File: config.mk
export PLATFORM = sky130hd
export DESIGN_NAME = ysyx_25060173_core_ctrl
export DESIGN_NICKNAME = d
export VERILOG_FILES = /design/src/rtl/ysyx_25060173_core_ctrl.sv
export SDC_FILE = /design/constraint.sdc
export NUM_CORES = 1
export LEC_CHECK = 0
export ABC_CLOCK_PERIOD_IN_PS = 3700
export CAP_MARGIN = 20
export CORE_UTILIZATION = 25
export DETAILED_ROUTE_END_ITERATION = 8
export PLACE_DENSITY = 0.54
export RECOVER_POWER = 100
export SKIP_CTS_REPAIR_TIMING = 1
export SLEW_MARGIN = 20
export SYNTH_ARGS = -nofsm -noshare
export SYNTH_HDL_FRONTEND = slang
export SYNTH_SLANG_ARGS = --single-unit
File: constraint.sdc
create_clock -name clk -period 3.7 [get_ports clk]
set_input_delay 0.555 -clock clk [delete_from_list [all_inputs] [get_ports clk]]
set_output_delay 0.555 -clock clk [all_outputs]
set_load 0.01 [all_outputs]
File: src/rtl/ysyx_25060173_core_ctrl.sv
// ysyx_25060173_core_ctrl
//
// Multi-cycle control FSM for a single-issue core. It fetches one instruction
// at a time over a request/ready + rvalid fetch bus, holds it in the
// instruction register for the external decoder, walks through decode,
// execute, an optional load/store phase and write-back, then advances the PC
// and the retired-instruction counter. Every bus wait is bounded by TIMEOUT
// cycles; running out of time parks the core in a sticky error state.
//
// Parameters
//   RESET_PC  PC value loaded while rst is high
//   TIMEOUT   max cycles to wait for if_ready / if_rvalid / ls_ack
//
// Ports
//   clk, rst                      clock, asynchronous active-high reset
//   if_req, if_addr               fetch request and address (the PC)
//   if_ready, if_rvalid, if_rdata fetch accept, instruction return, data
//   inst                          instruction register, feeds the decoder
//   dec_*                         instruction-class flags decoded from inst
//   br_taken, br_target           branch condition and redirect target
//   ls_req, ls_wen, ls_ack        load/store request, store flag, completion
//   rf_wen                        register-file write strobe
//   pc, instret                   current PC, retired-instruction count
//   halt, error                   core stopped, bus timeout occurred
module ysyx_25060173_core_ctrl #(
  parameter logic [31:0] RESET_PC = 32'h8000_0000,
  parameter logic [7:0]  TIMEOUT  = 8'd255
) (
  input  logic        clk,
  input  logic        rst,
  output logic        if_req,
  output logic [31:0] if_addr,
  input  logic        if_ready,
  input  logic        if_rvalid,
  input  logic [31:0] if_rdata,
  output logic [31:0] inst,
  input  logic        dec_load,
  input  logic        dec_store,
  input  logic        dec_branch,
  input  logic        dec_jump,
  input  logic        dec_ebreak,
  input  logic        br_taken,
  input  logic [31:0] br_target,
  output logic        ls_req,
  output logic        ls_wen,
  input  logic        ls_ack,
  output logic        rf_wen,
  output logic [31:0] pc,
  output logic [31:0] instret,
  output logic        halt,
  output logic        error
);

  typedef enum logic [2:0] {
    StFetch,
    StIwait,
    StDecode,
    StExec,
    StMem,
    StWb,
    StHalt,
    StError
  } state_e;

  state_e      state_q, state_d;
  logic [31:0] pc_q, pc_d;
  logic [31:0] inst_q, inst_d;
  logic [31:0] instret_q, instret_d;
  logic [7:0]  wait_q, wait_d;
  logic [8:0]  wait_inc;
  logic        wait_expired;
  logic        redirect;

  // One extra bit so the comparison cannot wrap when TIMEOUT is 255.
  assign wait_inc     = {1'b0, wait_q} + 9'd1;
  assign wait_expired = (wait_inc >= {1'b0, TIMEOUT});
  assign redirect     = dec_jump | (dec_branch & br_taken);

  always_comb begin
    state_d   = state_q;
    pc_d      = pc_q;
    inst_d    = inst_q;
    instret_d = instret_q;
    wait_d    = wait_q;

    unique case (state_q)
      StFetch: begin
        if (if_req && if_ready) begin
          state_d = StIwait;
          wait_d  = '0;
        end else if (wait_expired) begin
          state_d = StError;
        end else begin
          wait_d = wait_inc[7:0];
        end
      end
      StIwait: begin
        if (if_rvalid) begin
          inst_d  = if_rdata;
          state_d = StDecode;
        end else if (wait_expired) begin
          state_d = StError;
        end else begin
          wait_d = wait_inc[7:0];
        end
      end
      StDecode: begin
        state_d = dec_ebreak ? StHalt : StExec;
      end
      StExec: begin
        if (dec_load || dec_store) begin
          state_d = StMem;
          wait_d  = '0;
        end else begin
          state_d = StWb;
        end
      end
      StMem: begin
        if (ls_ack) begin
          state_d = StWb;
        end else if (wait_expired) begin
          state_d = StError;
        end else begin
          wait_d = wait_inc[7:0];
        end
      end
      StWb: begin
        pc_d      = redirect ? br_target : pc_q + 32'd4;
        instret_d = instret_q + 32'd1;
        state_d   = StFetch;
        wait_d    = '0;
      end
      StHalt:  state_d = StHalt;
      StError: state_d = StError;
      default: state_d = StError;
    endcase
  end

  always_ff @(posedge clk or posedge rst) begin
    if (rst) begin
      state_q   <= StFetch;
      pc_q      <= RESET_PC;
      inst_q    <= '0;
      instret_q <= '0;
      wait_q    <= '0;
    end else begin
      state_q   <= state_d;
      pc_q      <= pc_d;
      inst_q    <= inst_d;
      instret_q <= instret_d;
      wait_q    <= wait_d;
    end
  end

  // Outputs decode the registered state only. The request strobes are also
  // gated by rst so that, although the reset state is FETCH, nothing is
  // requested while rst is held and an in-flight request drops at once.
  assign if_req  = (state_q == StFetch) & ~rst;
  assign ls_req  = (state_q == StMem) & ~rst;
  assign ls_wen  = ls_req & dec_store;
  assign rf_wen  = (state_q == StWb) & ~(dec_store | dec_branch) & ~rst;
  assign halt    = (state_q == StHalt) | (state_q == StError);
  assign error   = (state_q == StError);
  assign if_addr = pc_q;
  assign pc      = pc_q;
  assign inst    = inst_q;
  assign instret = instret_q;

endmodule
==> flow_summary.toml <==
[run_status]
outcome = "finished, violations left"
failed_checks = "DRC, capacitance limit, slew limit"

[setup_path]
setup.worst_path.end_class = "register"
critPathSlowestCell = "nor4_1"
timing.critical_path.cells = "nand3b_1 -> clkbuf_1 -> nor4_1 -> and2_1 -> and4_1 -> xor2_1"
kind_of_critical_path = "reg2reg"
worstPathBufferInverterCount = 1
largest_fanout_on_the_critical_path = 16
worstPathArrival_ns = 3.45
cp_data_required_time_ns = 3.98
cpPeakStageDelay_ns = 0.92
setup.worst_path.start_class = "register"
critical_path.top_delay_family = "simple AND/OR/NAND/NOR gates"

[placement]
io_buffer_count = 208
placedInstanceArea_um2 = 7810
placed_cells_incl_taps = 1001
place_congestion = 0.778
dpl.hpwl_um = 12200

[synthesis]
post_synth_instance_area_um2 = 5630
synthesis.area_per_instance_um2 = 10.0
synth-seq-cells = 107
synthCells = 560
yosysUniqueCellTypes = 62
ys.warnings.count = 0
synth_top_cell_area_share_pct = 47.1
post_synth_fa_ha_maj_area_fraction_pct = 0.889
synth_xor_xnor_area_share_pct = 5.60
synth.mux.area_fraction_pct = 6.76
yosys-top-cells-area = "dfrtp_1, mux2_2, buf_4"
synth-compound-area-share_pct = 13.1
synth-async-reset-ratio_pct = 100
synthesis.nets = 639
synth-edff-count = 0
synth_flop_cell = "dfrtp_1"
synth_seq_area_share_pct = 47.6
synth_top_family_by_area = "simple AND/OR/NAND/NOR gates"
netlist.top_cell.by_area = "dfrtp_1"
post_synth_and_or_nand_nor_area_fraction_pct = 19.4

[flow_run]
cap_viol_max_count = 2

[power]
power.sequential.fraction_pct = 38.1
clockPowerShare_pct = 18.6
power.static_leakage_nw = 3.39
power_density_nw_per_um2 = 644
net_switching_component_of_the_power_mw = 1.94
power.share.combinational_pct = 43.3
post-layout-total-power_mw = 5.19
switching_portion_of_total_power_pct = 37.4
ir_worst_vdd_v = 0.000247
power_report.internal_total_mw = 3.25

[die]
die_width_um = 152
core_region_area_um2 = 22000
floorplan.initialDensity_pct = 25.6
io_pins = 209
die-area_um2 = 23100
floorplan_die_height_um = 152
num_rows = 54

[sta]
period_needed_ns = 3.16
tns_ns = 0
grt_setup_unrepaired = "no"
timing_max_transition_violations_final = 62
fraction_of_the_cycle_the_final_worst_path_needs_pct = 85.5
max_slew.worst_pin.slew_ns = 1.80
max-slew-margin-rel_pct = -20.3
fmaxAchievable_mhz = 316
fin_skew_ns = 0.00863
timing_hold_violations_final = 0
setup_violations = 0

[routing]
routed-via-count = 4894
drt-wirelength-per-cell_um = 16.3
antenna_left = 0
firstDrtPassIters = 8
post-route-drc-count = 20
wl_um = 16600
post_drt_via_cell_ratio = 4.81
detailedRoute.firstIterationViolations = 218

[global_routing]
groute.usage.overall_pct = 14.7
first_global_vias = 4757
residual_overflow_from_global_routing = 0
wire_length_of_the_first_global_routing_pass_um = 27100
pin_count_of_the_biggest_net_entering_global_routing = 51
antenna_violations_before_repair = 0

[clock_tree]
cts_buffer_depth = 2
worstSkewPairLatency_ns = 0.35
clock_tree.htree_level_count = 3
clock-sinks = 107
clk_pin_slew_worst_paths_ns = 0.08
tritoncts.num_buffers = 9
clock-root-buffer = "clkbuf_16"
tritoncts_clock_tree = "yes"

[hold_path]
hp-class = "reg2reg"

[cells_and_area]
antennaDiodeCount = 0
stdcell_count = 1017
synthToLayoutAreaGrowth_pct = 43.1
final_cell_utilization_of_the_core_pct = 36.7
fraction_of_final_layout_cells_sized_beyond_drive_strength_1_pct = 8.68
layout.nets = 811
design_area_um2 = 8050
## kinds of logic after synthesis
group,count (synthesis)
simple gates,203
mux,34
compound gates,111
buf+inv,65
flops,107
xor+xnor,36
fa+ha+maj,4
## per-layer routing
layer	share of wire (%)	GRT usage, %
met5	0	0
met4	1.4	4.76
met3	3.7	2.51
met2	49	24.5
met1	45	19.5
## final timing paths
check,slack (ns),endpoint,startpoint,cells past startpoint
worst max-delay path,0.54,instret[27],state_q[2],6
worst min-delay path,0.47,instret[31],instret[31],1
worst max register to register,0.54,instret[27],state_q[2],6
worst min register to register,0.47,instret[31],instret[31],1
max in group asynchronous,1.08,instret[1],rst,3
min in group asynchronous,0.81,if_addr[16],rst,2
## layout by cell type, fill, tap and decap left out, drive strengths merged, types with 7 or more instances in the layout
| master | n |
|---|---|
| or3 | 7 |
| o21ai | 21 |
| nand4 | 20 |
| and2 | 9 |
| a21oi | 34 |
| o22ai | 11 |
| and3 | 10 |
| and4 | 10 |
| dfrtp | 106 |
| xnor2 | 19 |
| inv | 13 |
| nand2 | 47 |
| dlygate4sd3 | 135 |
| nor2 | 39 |
| clkbuf | 14 |
| mux2 | 32 |
| clkdlybuf4s50 | 73 |
| nor3 | 12 |
| nand3 | 28 |
| xor2 | 17 |
## metrics by stage
step | setup WS [ns] | hold WS [ns]
2_1_floorplan | 0.0792 | 0.504
3_5_place_dp | 0.799 | 0.462
4_1_cts | 0.727 | 0.480
5_1_grt | 0.288 | 0.495
6_report | 0.536 | 0.471
3_3_place_gp | 0.782 | 0.461
## synthesized netlist by cell type (3+ instances only)
cell	instances
a211oi_1	4
a21oi_1	33
a2bb2oi_1	5
a311oi_1	5
a31oi_1	3
and2_1	9
and3_1	10
and4_1	10
buf_1	8
buf_2	4
buf_4	32
clkbuf_1	11
dfrtp_1	106
ha_1	4
inv_1	9
mux2_2	32
nand2_1	47
nand3_1	28
nand4_1	20
nor2_1	39
nor3_1	12
nor4_4	3
o21ai_0	21
o22ai_1	11
or2_2	4
or3_1	7
xnor2_1	19
xor2_1	17
## power groups by stage
| stage | Combinational (mW) | Sequential [mW] | Clock (mW) |
|---|---|---|---|
| 2_1_floorplan | 1.21 | 2.06 | 0 |
| 3_3_place_gp | 2.46 | 2.01 | 0 |
| 3_5_place_dp | 2.46 | 2.02 | 0 |
| 4_1_cts | 2.47 | 2.00 | 1.00 |
| 5_1_grt | 2.44 | 2.06 | 1.05 |
| 6_report | 2.25 | 1.97 | 0.966 |
## area by class of cell
type | instances | area, um^2
clock buffer | 9 | 225
clock inverter | 7 | 66.3
fill | 2223 | 13900
inverter | 9 | 36.3
multi-input combinational | 388 | 2560
sequential | 107 | 2680
tap | 280 | 350
timing repair buffer | 217 | 2130
## flip-flops by register name (all words and copies together) (netlist names)
register  flops
wait_q        8
if_addr      32
instret      32
state_q       3
inst         32
Note: power is estimated with default switching activity, not from simulation.
